$ cat src/rtl/id_ex_pipe_stage.sv
// Decode-to-execute pipeline register with valid bit, stall/flush, load-use
// hazard detection with bubble insertion and a saturating bubble counter.
module id_ex_pipe_stage #(
  parameter int DATA_W   = 32,
  parameter int REG_W    = 5,
  parameter int ALUCTL_W = 5,
  parameter int CNT_W    = 16
) (
  input  logic                Clk,
  input  logic                Reset,
  input  logic                Stall,
  input  logic                Flush,
  input  logic                CountClear,
  input  logic                ValidIn,
  input  logic [REG_W-1:0]    RSDecode,
  input  logic [REG_W-1:0]    RTDecode,
  input  logic                RegWrite,
  input  logic                ALUSrc,
  input  logic                MemToReg,
  input  logic [1:0]          MemWrite,
  input  logic [1:0]          MemRead,
  input  logic [ALUCTL_W-1:0] ALUControl,
  input  logic [DATA_W-1:0]   ReadData1,
  input  logic [DATA_W-1:0]   ReadData2,
  input  logic [DATA_W-1:0]   SignExt,
  input  logic [REG_W-1:0]    DestReg,
  output logic                ValidOut,
  output logic [REG_W-1:0]    RSExecute,
  output logic [REG_W-1:0]    RTExecute,
  output logic [REG_W-1:0]    DestRegOut,
  output logic                RegWriteOut,
  output logic                ALUSrcOut,
  output logic                MemToRegOut,
  output logic [1:0]          MemWriteOut,
  output logic [1:0]          MemReadOut,
  output logic [ALUCTL_W-1:0] ALUControlOut,
  output logic [DATA_W-1:0]   ReadData1Out,
  output logic [DATA_W-1:0]   ReadData2Out,
  output logic [DATA_W-1:0]   SignExtOut,
  output logic                LoadUseStall,
  output logic [CNT_W-1:0]    BubbleCount
);

  logic                valid_q, valid_d;
  logic [REG_W-1:0]    rs_q, rs_d, rt_q, rt_d, dest_q, dest_d;
  logic                reg_write_q, reg_write_d;
  logic                alu_src_q, alu_src_d;
  logic                mem_to_reg_q, mem_to_reg_d;
  logic [1:0]          mem_write_q, mem_write_d;
  logic [1:0]          mem_read_q, mem_read_d;
  logic [ALUCTL_W-1:0] alu_ctl_q, alu_ctl_d;
  logic [DATA_W-1:0]   rd1_q, rd1_d, rd2_q, rd2_d, sext_q, sext_d;
  logic [CNT_W-1:0]    bubble_cnt_q, bubble_cnt_d;

  logic load_use;
  logic insert_bubble;

  // RT is compared even for I-type instructions; a false hazard only costs a cycle.
  assign load_use = valid_q && (mem_read_q != 2'b00) && reg_write_q &&
                    (dest_q != '0) && ValidIn &&
                    ((dest_q == RSDecode) || (dest_q == RTDecode));

  assign insert_bubble = Flush || (!Stall && load_use);

  always_comb begin
    valid_d      = valid_q;
    rs_d         = rs_q;
    rt_d         = rt_q;
    dest_d       = dest_q;
    reg_write_d  = reg_write_q;
    alu_src_d    = alu_src_q;
    mem_to_reg_d = mem_to_reg_q;
    mem_write_d  = mem_write_q;
    mem_read_d   = mem_read_q;
    alu_ctl_d    = alu_ctl_q;
    rd1_d        = rd1_q;
    rd2_d        = rd2_q;
    sext_d       = sext_q;

    if (insert_bubble) begin
      valid_d      = 1'b0;
      rs_d         = '0;
      rt_d         = '0;
      dest_d       = '0;
      reg_write_d  = 1'b0;
      alu_src_d    = 1'b0;
      mem_to_reg_d = 1'b0;
      mem_write_d  = 2'b00;
      mem_read_d   = 2'b00;
      alu_ctl_d    = '0;
      rd1_d        = '0;
      rd2_d        = '0;
      sext_d       = '0;
    end else if (!Stall) begin
      valid_d      = ValidIn;
      rs_d         = RSDecode;
      rt_d         = RTDecode;
      dest_d       = DestReg;
      reg_write_d  = RegWrite;
      alu_src_d    = ALUSrc;
      mem_to_reg_d = MemToReg;
      mem_write_d  = MemWrite;
      mem_read_d   = MemRead;
      alu_ctl_d    = ALUControl;
      rd1_d        = ReadData1;
      rd2_d        = ReadData2;
      sext_d       = SignExt;
    end
  end

  // Clear wins over an increment on the same edge; the counter never wraps.
  always_comb begin
    bubble_cnt_d = bubble_cnt_q;
    if (CountClear) begin
      bubble_cnt_d = '0;
    end else if (insert_bubble && (bubble_cnt_q != '1)) begin
      bubble_cnt_d = bubble_cnt_q + 1'b1;
    end
  end

  always_ff @(posedge Clk or negedge Reset) begin
    if (!Reset) begin
      valid_q      <= 1'b0;
      rs_q         <= '0;
      rt_q         <= '0;
      dest_q       <= '0;
      reg_write_q  <= 1'b0;
      alu_src_q    <= 1'b0;
      mem_to_reg_q <= 1'b0;
      mem_write_q  <= 2'b00;
      mem_read_q   <= 2'b00;
      alu_ctl_q    <= '0;
      rd1_q        <= '0;
      rd2_q        <= '0;
      sext_q       <= '0;
      bubble_cnt_q <= '0;
    end else begin
      valid_q      <= valid_d;
      rs_q         <= rs_d;
      rt_q         <= rt_d;
      dest_q       <= dest_d;
      reg_write_q  <= reg_write_d;
      alu_src_q    <= alu_src_d;
      mem_to_reg_q <= mem_to_reg_d;
      mem_write_q  <= mem_write_d;
      mem_read_q   <= mem_read_d;
      alu_ctl_q    <= alu_ctl_d;
      rd1_q        <= rd1_d;
      rd2_q        <= rd2_d;
      sext_q       <= sext_d;
      bubble_cnt_q <= bubble_cnt_d;
    end
  end

  assign ValidOut      = valid_q;
  assign RSExecute     = rs_q;
  assign RTExecute     = rt_q;
  assign DestRegOut    = dest_q;
  assign RegWriteOut   = reg_write_q;
  assign ALUSrcOut     = alu_src_q;
  assign MemToRegOut   = mem_to_reg_q;
  assign MemWriteOut   = mem_write_q;
  assign MemReadOut    = mem_read_q;
  assign ALUControlOut = alu_ctl_q;
  assign ReadData1Out  = rd1_q;
  assign ReadData2Out  = rd2_q;
  assign SignExtOut    = sext_q;
  assign LoadUseStall  = load_use;
  assign BubbleCount   = bubble_cnt_q;

endmodule
$ cat config.mk
export PLATFORM = sky130hd
export DESIGN_NAME = id_ex_pipe_stage
export DESIGN_NICKNAME = d
export VERILOG_FILES = /design/src/rtl/id_ex_pipe_stage.sv
export SDC_FILE = /design/constraint.sdc
export NUM_CORES = 1
export LEC_CHECK = 0
export CAP_MARGIN = 20
export CORE_MARGIN = 2
export CORE_UTILIZATION = 40
export CTS_CLUSTER_DIAMETER = 120
export DETAILED_ROUTE_END_ITERATION = 6
export DONT_BUFFER_PORTS = 1
export SLEW_MARGIN = 20
export SYNTH_ARGS = -nofsm -noshare
export SYNTH_HDL_FRONTEND = slang
export SYNTH_SLANG_ARGS = --single-unit
$ cat constraint.sdc
create_clock -name Clk -period 2.81 [get_ports Clk]
set_input_delay 0.843 -clock Clk [delete_from_list [all_inputs] [get_ports Clk]]
set_output_delay 0.843 -clock Clk [all_outputs]
set_load 0.02 [all_outputs]
# After elaboration in Yosys (flattened, before gate mapping)
# Index checks and enable logic that the tools add are counted.
# W data, S select, Z words.
word_totals:
  reg_bits: 140
  out_inout_bits: 141
  word_cells: 60
  in_bits: 129
classes:
  n_addsub: 1
  n_eq_ne: 4
  n_mux: 28
  n_reduce_logical: 13
op_table:
  columns: ["cell", "count"]
  rows:
  - ["$mux W32", 6]
  - ["$mux W5", 8]
  - ["$mux W16", 2]
  - ["$add A16 B1 Y16 const B", 1]
  - ["$ne A16 B16 Y1 const B", 1]
  - ["$eq A5 B5 Y1", 2]
  - ["$mux W1", 8]
  - ["$mux W2", 4]
  - ["$logic_and A1 B1 Y1", 7]
  - ["$reduce_bool A5 Y1", 1]
  - ["$reduce_bool A2 Y1", 2]
  - ["$logic_or A1 B1 Y1", 2]
  - ["$ne A2 B1 Y1 const B", 1]
  - ["$logic_not A1 Y1", 1]

# Depth between registers and ports, before layout
# Gate-level depths: netlist of run 1.
depth:
  depth_word: 11
  depth_mapped: 9
  mapped_depth_nobuf: 7

# Worst setup path before layout of run 1
# No wires, ideal clock.
synth_timing:
  path_kind: "input to output"
  from: "input port RSDecode[2]"
  to: "output port LoadUseStall"
  path_buffers: 3
  slack_ns: -0.064
  stages: 8
  required_time_ns: 1.967
  arrival_ns: 2.031
  path_cell_list: "xor2_1 nor3_2 a22oi_1 nand2b_1 buf_2 buf_2 buf_2 inv_1"
synth_via:
  elab_chain_len: 3
synth_rtl:
  columns: ["element", "line_no", "source"]
  rows:
  - ["start, declared", "15", "input logic [REG_W-1:0] RSDecode,"]
  - ["$eq A5 B5 Y1", "61", "((dest_q == RSDecode) || (dest_q == RTDecode));"]
  - ["$logic_or A1 B1 Y1", "61", null]
  - ["$logic_and A1 B1 Y1", "60", "(dest_q != '0) && ValidIn &&"]
  - ["end, declared", "40", "output logic LoadUseStall,"]
# Every way passes these cells.

# Final worst setup path of run 1
layout_timing:
  from: "register dest_q[1], in the netlist DestRegOut[1]"
  to: "output port LoadUseStall"
layout_via:
  elab_chain_len: 4
  elab_cells_between_ends: 7
  cone_classes: "2 x eq/ne; 5 x reduce/logical"
layout_rtl:
  columns: ["element", "line_no", "source"]
  rows:
  - ["start, declared", "45", "logic [REG_W-1:0] rs_q, rs_d, rt_q, rt_d, dest_q, dest_d;"]
  - ["start signal, assigned", "141", "dest_q <= dest_d;"]
  - ["$reduce_bool A5 Y1", "60", null]
  - ["$logic_and A1 B1 Y1", "59", "assign load_use = valid_q && (mem_read_q != 2'b00) && reg_write_q &&"]
  - ["$logic_and A1 B1 Y1", "60", null]
  - ["$logic_and A1 B1 Y1 *", "60", null]
# Every way passes the cells marked *; elsewhere a longest branch is shown, timed or not.

==> results of run 1 <==
worst max-delay path by stage:
stage	cells after the start	end	slack, ns
6_report	5	LoadUseStall	0.13
3_5_place_dp	6	BubbleCount[11]$_DFFE_PN0P_	0.23
2_1_floorplan	8	LoadUseStall	0.003
3_3_place_gp	6	BubbleCount[11]$_DFFE_PN0P_	0.26
4_1_cts	5	LoadUseStall	0.08
5_1_grt	5	LoadUseStall	0.02
registers in the layout, indices dropped and copies added, names as in the netlist:
signal and flops:
ALUControlOut 5, ALUSrcOut 1, BubbleCount 16, DestRegOut 5, MemReadOut 2, MemToRegOut 1
MemWriteOut 2, RSExecute 5, RTExecute 5, ReadData1Out 32, ReadData2Out 32, RegWriteOut 1
SignExtOut 32, ValidOut 1
logic make-up (layout without fill, tap and decap cells):
logic type	after synthesis	after routing	synth area share, %
AOI/OAI and AO/OA	157	157	12.9
xor gates and xnor gates	11	11	1.51
adders and majority gates	1	1	0.196
buffers and inverters	64	45	4.21
DFF	140	140	54.8
muxes	1	1	0.157
and+or+nand+nor	296	296	26.2
power groups by stage:
stage	Sequential [mW]	Combinational, mW	Clock [mW]
2_1_floorplan	2.32	0.233	0
3_3_place_gp	2.35	0.195	0
3_5_place_dp	2.35	0.205	0
4_1_cts	2.32	0.205	2.25
5_1_grt	2.33	0.231	2.35
6_report	2.31	0.203	2.20
per-stage QoR:
stage / utilization, % / hold slack, ns / total power [mW] / setup slack (ns) / instance area [um^2]
global route: 44.8 / 0.0935 / 4.90 / 0.0165 / 7070
CTS: 44.8 / 0.0989 / 4.77 / 0.0775 / 7070
finish: 44.8 / 0.120 / 4.72 / 0.133 / 7070
floorplan: - / 0.547 / 2.56 / 0.00328 / 6390
detailed placement: 41.1 / 0.551 / 2.55 / 0.231 / 6490
global placement: 41.1 / 0.551 / 2.54 / 0.265 / 6490
synth_stat cells (2+ instances only):
| cell | count |
|---|---|
| sky130_fd_sc_hd__and3_1 | 2 |
| sky130_fd_sc_hd__a21oi_1 | 139 |
| sky130_fd_sc_hd__o31ai_1 | 3 |
| sky130_fd_sc_hd__buf_2 | 14 |
| sky130_fd_sc_hd__nand4_1 | 5 |
| sky130_fd_sc_hd__or3_1 | 11 |
| sky130_fd_sc_hd__nor2_1 | 6 |
| sky130_fd_sc_hd__o21ai_1 | 8 |
| sky130_fd_sc_hd__or4_1 | 4 |
| sky130_fd_sc_hd__nand3_1 | 6 |
| sky130_fd_sc_hd__dfrtp_1 | 140 |
| sky130_fd_sc_hd__o21ai_0 | 3 |
| sky130_fd_sc_hd__nor3_2 | 2 |
| sky130_fd_sc_hd__nand3b_1 | 124 |
| sky130_fd_sc_hd__nand2_1 | 128 |
| sky130_fd_sc_hd__xor2_1 | 11 |
| sky130_fd_sc_hd__inv_1 | 4 |
| sky130_fd_sc_hd__clkbuf_1 | 43 |
| sky130_fd_sc_hd__nand2b_1 | 3 |
layout by cell type (no fill, tap or decap), types with 2 or more instances in the layout:
master / count
sky130_fd_sc_hd__a21oi_1: 139
sky130_fd_sc_hd__and3_1: 2
sky130_fd_sc_hd__buf_4: 9
sky130_fd_sc_hd__bufinv_16: 2
sky130_fd_sc_hd__clkbuf_1: 3
sky130_fd_sc_hd__clkbuf_16: 17
sky130_fd_sc_hd__clkbuf_8: 2
sky130_fd_sc_hd__clkinv_2: 3
sky130_fd_sc_hd__clkinv_4: 3
sky130_fd_sc_hd__clkinvlp_4: 2
sky130_fd_sc_hd__dfrtp_1: 140
sky130_fd_sc_hd__inv_1: 3
sky130_fd_sc_hd__nand2_1: 128
sky130_fd_sc_hd__nand2b_1: 2
sky130_fd_sc_hd__nand3_1: 6
sky130_fd_sc_hd__nand3b_1: 124
sky130_fd_sc_hd__nand4_1: 5
sky130_fd_sc_hd__nor2_1: 6
sky130_fd_sc_hd__nor3_2: 2
sky130_fd_sc_hd__o21ai_0: 3
sky130_fd_sc_hd__o21ai_1: 8
sky130_fd_sc_hd__o31ai_1: 3
sky130_fd_sc_hd__or3_1: 11
sky130_fd_sc_hd__or4_1: 4
sky130_fd_sc_hd__xor2_1: 11
worst register-to-register path, delay by kind of cell, from the launching register on:
family	cells	cell delay [ns]
AND/OR/NAND/NOR	4	0.88
buffers and inverters	1	0.15
AO/OA/AOI/OAI	2	0.59
flip-flops	1	0.50
adder cells (fa/ha/maj)	1	0.32
routing by layer:
metal	vias up	global-route usage, %
met5	-	0
met4	0	8.20
met3	29	7.83
met2	199	30.2
met1	2361	22.4
li1	2253	-
final cells by class:
cell class                 instances  area share, %
inverter                           4          0.248
timing repair buffer               9          0.956
tap                              216           3.82
clock inverter                    10           1.65
multi-input combinational        466           37.2
sequential                       140           49.6
clock buffer                      22           6.57
==> flow_summary.toml, run 1 <==
[run_status]
result_of_the_run = "completed"

[placed_design]
portbufs = 0
gp_routability_congestion = 0.785
numPlacedInstances = 835
estimated_wirelength_of_the_detail_placed_design_um = 10500

[power]
cell_internal_pwr_mw = 3.58
power.share.sequential_pct = 49.0
clock_power_share_pct = 46.7
powerDensity_nw_per_um2 = 668
standby_leakage_power_nw = 2.93
ir_worst_vdd_uv = 387
sw_frac_of_total_pct = 24.2
power.share.combinational_pct = 4.3
net-switching-power_mw = 1.14

[logic_synthesis]
sequential_to_total_area_share_from_yosys_stat_pct = 54.8
fraction_of_synthesized_cell_area_taken_by_the_top_area_cell_type_pct = 54.8
synth_nets = 800
most_instantiated_flip_flop_cell_in_the_synthesis_netlist = "sky130_fd_sc_hd__dfrtp_1"
synth.distinct_cells = 33
syn-cell-area_um2 = 6390
asyncSetResetFlopFracSynth_pct = 100
synth_enable_flop_cells = 0
synth_top_area_cell = "sky130_fd_sc_hd__dfrtp_1"
number_of_warnings_reported_in_the_yosys_synthesis_log = 0
postSynthRegisterBits = 140
netlist_top_cells_area = "sky130_fd_sc_hd__dfrtp_1, sky130_fd_sc_hd__nand3b_1, sky130_fd_sc_hd__a21oi_1, sky130_fd_sc_hd__nand2_1, sky130_fd_sc_hd__clkbuf_1"
syn_inst = 670
avgSynthCellArea_um2 = 9.53

[grt]
globalRoute.totalOverflow = 0
pin_count_of_the_biggest_net_entering_global_routing = 251
global_route_wire_length_before_repair_um = 24700
global_route.usage.total_pct = 18.8
first_global_vias = 4558
number_of_antenna_violations_at_the_first_check_in_global_routing = 0

[final_layout]
fillerInstances = 1542
nNetsFinal = 768
antenna-diode-count = 0
multiInputGateArea_um2 = 2630
fin_cells = 867
seqCellArea_um2 = 3500
area.growth.synth_to_final_pct = 10.6
drive_gt1_share_pct = 6.76

[clock_network]
post_cts_hold_buffer_count = 0
max-clock-path-buffers = 2
numCtsBuffers = 17
cts_htree_levels = 4
tritoncts_clock_tree = "built"
worst_setup_hold_path_clk_slew_ns = 0.06
post-cts-setup-buffers = 0
clock_sink_count = 140
worstSkewPairLatency_ns = 0.42
post_cts_resized = 0
clk_root_buffer_cell = "sky130_fd_sc_hd__clkbuf_16"

[die]
initial_utilization_pct = 40.5
top_level_ports = 270
fp.dieW_um = 130
core.rowCount = 46
fp.coreArea_um2 = 15800
chipHeight_um = 130
dieArea_um2 = 17000

[critical_path]
crit_path_max_incr_delay_ns = 0.63
worstReg2RegStart = "BubbleCount[1]$_DFFE_PN0P_"
worstRegToRegCells = 8
r2r_slack_ns = 0.31
path_cells = "xor2_1 > nor2_1 > a22oi_2 > nand2b_4 > inv_4"
worstPathArrival_ns = 1.83
timing.critical_path.slowest_stage_cell = "sky130_fd_sc_hd__dfrtp_1"
crit_path_start_kind = "flip-flop"
critical_path_peak_fanout = 5
top_delay_family_on_crit_path = "flip-flops"
setup.worst_path.start = "DestRegOut[1]$_DFFE_PN0P_"
r2r_end = "BubbleCount[11]$_DFFE_PN0P_"
critPathBufInv = 1
required_ns = 1.97
critical_path.endpoint_type = "primary output"
crit_type = "reg -> out"

[route]
highest_layer = "met4"
met2RoutedLength_um = 7930
drcViolationCount = 0
met1Wirelength_um = 6530
firstDrtPassIters = 5
route.vias.total = 4842
routed_wirelength_um = 16500
wl_per_cell_um = 19.0
drt-initial-drc-count = 296
routed_via_density = 5.58
met3_wire_length_um = 1600
antenna_left = 0

[sta]
finalSetupTns_ns = 0
timing.max_slew.rel_slack_pct = 60.5
rsz0062_at_grt = "no"
clock_skew_ns = 0.0112
timing_max_transition_violations_final = 0
period_share_pct = 95.3
timing.final.setup_violations = 0
period_needed_ns = 2.68
maxClockFrequency_mhz = 374
worst-slew-pin-transition_ns = 0.592
final_hold_viol_count = 0

[job]
timing.max_cap.violations = 0

[hold_path]
hold_path_class = "in -> async"
No activity file was read; power rests on OpenSTA's default activity.
==> run 2, diff against run 1 <==
--- a/config.mk
+++ b/config.mk
@@ -11,6 +11,7 @@
 export CTS_CLUSTER_DIAMETER = 120
 export DETAILED_ROUTE_END_ITERATION = 6
 export DONT_BUFFER_PORTS = 1
+export SETUP_SLACK_MARGIN = 0.3
 export SLEW_MARGIN = 20
 export SYNTH_ARGS = -nofsm -noshare
 export SYNTH_HDL_FRONTEND = slang
==> run 2 against run 1 <==
  * Clock skew about the same
  * Fmax rose by 8.2%
  * Flip-flop and latch count is the same
  * Cell count up 0.35%
  * Sequential power is essentially flat
  * Worst hold slack better by 0.012 ns
  * Die area unchanged
  * Non-clock buffer count increased by 3
  * Global-route usage fell by 0.23 points
  * Critical path type unchanged
  * Critical endpoint unchanged
  * Largest power group unchanged
  * Highest routed layer unchanged
==> flow_summary.toml, run 2 (same netlist as run 1, synthesis figures left out) <==
[die]
fp.coreArea_um2 = 15800
core.rowCount = 46
initial_utilization_pct = 40.5
top_level_ports = 270
fp.dieW_um = 130
chipHeight_um = 130
dieArea_um2 = 17000

[sta]
timing_max_transition_violations_final = 0
period_needed_ns = 2.47
timing.max_slew.rel_slack_pct = 64.1
rsz0062_at_grt = "yes"
period_share_pct = 88.0
clock_skew_ns = 0.0113
timing.final.setup_violations = 0
fin_worst_hold_slack_ns = 0.131
final_hold_viol_count = 0
worst-slew-pin-transition_ns = 0.538
finalSetupTns_ns = 0
maxClockFrequency_mhz = 404

[critical_path]
critical_path_peak_fanout = 5
crit_path_start_kind = "flip-flop"
required_ns = 1.97
worstPathArrival_ns = 1.63
crit_type = "reg -> out"
critical_path.endpoint_type = "primary output"

[final_layout]
layout.cells.most_common_list = "sky130_fd_sc_hd__a21oi_1, sky130_fd_sc_hd__dfrtp_1, sky130_fd_sc_hd__nand2_1, sky130_fd_sc_hd__nand3b_1, sky130_fd_sc_hd__clkbuf_16"
layout.cells.most_common = "sky130_fd_sc_hd__a21oi_1"
antenna-diode-count = 0
postLayoutCellArea_um2 = 7120
nNetsFinal = 771
area.growth.synth_to_final_pct = 11.5
drive_gt1_share_pct = 8.87

[grt]
global_route.usage.total_pct = 18.6
first_global_vias = 4662
pin_count_of_the_biggest_net_entering_global_routing = 251
globalRoute.totalOverflow = 0
global_route_wire_length_before_repair_um = 24300
number_of_antenna_violations_at_the_first_check_in_global_routing = 0

[route]
wl_per_cell_um = 18.8
drcViolationCount = 0
firstDrtPassIters = 7
routed_wirelength_um = 16300
route.vias.total = 4771
drt-initial-drc-count = 338
antenna_left = 0
routed_via_density = 5.48

[power]
ir_worst_vdd_uv = 393
standby_leakage_power_nw = 2.93
powerDensity_nw_per_um2 = 667

[clock_network]
post_cts_hold_buffer_count = 0
worst_setup_hold_path_clk_slew_ns = 0.06
tritoncts_clock_tree = "built"
numCtsBuffers = 17
cts_htree_levels = 4
clk_root_buffer_cell = "sky130_fd_sc_hd__clkbuf_16"
max-clock-path-buffers = 2
worstSkewPairLatency_ns = 0.41
clock_sink_count = 140

[hold_path]
hold_path_class = "in -> async"

[placed_design]
portbufs = 0
placed_area_um2 = 6500
gp_routability_congestion = 0.783
estimated_wirelength_of_the_detail_placed_design_um = 10500

[run_status]
result_of_the_run = "completed"

[job]
timing.max_cap.violations = 0
[run 2: cell count changes in the layout (fill, tap and decap cells not counted), sizes merged]
cell,change
inv,+2
clkinv,-2
clkbuf,-2
buf,+3
clkinvlp,+2
[run 2: timing repair]
| action | in CTS | in global routing |
|---|---|---|
| buffers inserted | 2 | 0 |
| pin swaps | 4 | 3 |
| resized for setup | 8 | 1 |
| endpoints found under the setup margin | 1 | 1 |
[run 2: area by class of cell]
class                           count  area, um^2
Fill cell                        1553        8650
Sequential cell                   140        3510
Multi-Input combinational cell    466        2640
Clock buffer                       20         457
Tap cell                          216         270
Clock inverter                     12         139
Timing Repair Buffer               12        90.1
Inverter                            4        20.0
[run 2: metrics by stage]
step                      util (%)  setup WS, ns  std cells  power (mW)
after floorplan                  -         0.104        670        2.56
after global placement        41.2         0.208        836        2.55
after detailed placement      41.2         0.197        836        2.56
after CTS                     45.2         0.297        870        4.82
after global routing          45.2         0.263        870        4.94
final                         45.2         0.336        870        4.75
[run 2: path summary, 6_finish.rpt]
kind | slack (ns) | cells after the start | endpoint | start
max | 0.34 | 5 | LoadUseStall | DestRegOut[1]$_DFFE_PN0P_
min | 0.13 | 0 | ALUControlOut[4]$_DFFE_PN0P_ | Reset
max reg2reg | 0.46 | 7 | BubbleCount[11]$_DFFE_PN0P_ | DestRegOut[1]$_DFFE_PN0P_
min reg2reg | 0.62 | 2 | DestRegOut[4]$_DFFE_PN0P_ | DestRegOut[4]$_DFFE_PN0P_
max in group asynchronous | 2.53 | 0 | DestRegOut[4]$_DFFE_PN0P_ | Reset
min in group Clk | 0.49 | 1 | SignExtOut[0]$_DFFE_PN0P_ | Flush
[run 2: where the power goes]
part	total [mW]	internal [mW]	switching, mW
combinational	0.210	0.116	0.0936
clock	2.23	1.36	0.870
sequential	2.31	2.11	0.197
[run 2: routing by layer]
layer / vias up / track usage, % / part of all wire (%)
met2: 217 / 29.8 / 48
met5: - / 0 / 0
met4: 0 / 8.07 / 2.6
met1: 2274 / 21.6 / 39
met3: 25 / 8.57 / 11
li1: 2255 / - / -
[run 2: worst max-delay path, stage by stage, from the launching register on]
cell and delay, ns:
sky130_fd_sc_hd__dfrtp_2 0.51, sky130_fd_sc_hd__xor2_1 0.18, sky130_fd_sc_hd__nor3_2 0.21, sky130_fd_sc_hd__a22oi_2 0.08, sky130_fd_sc_hd__nand2b_4 0.17, sky130_fd_sc_hd__inv_6 0.07
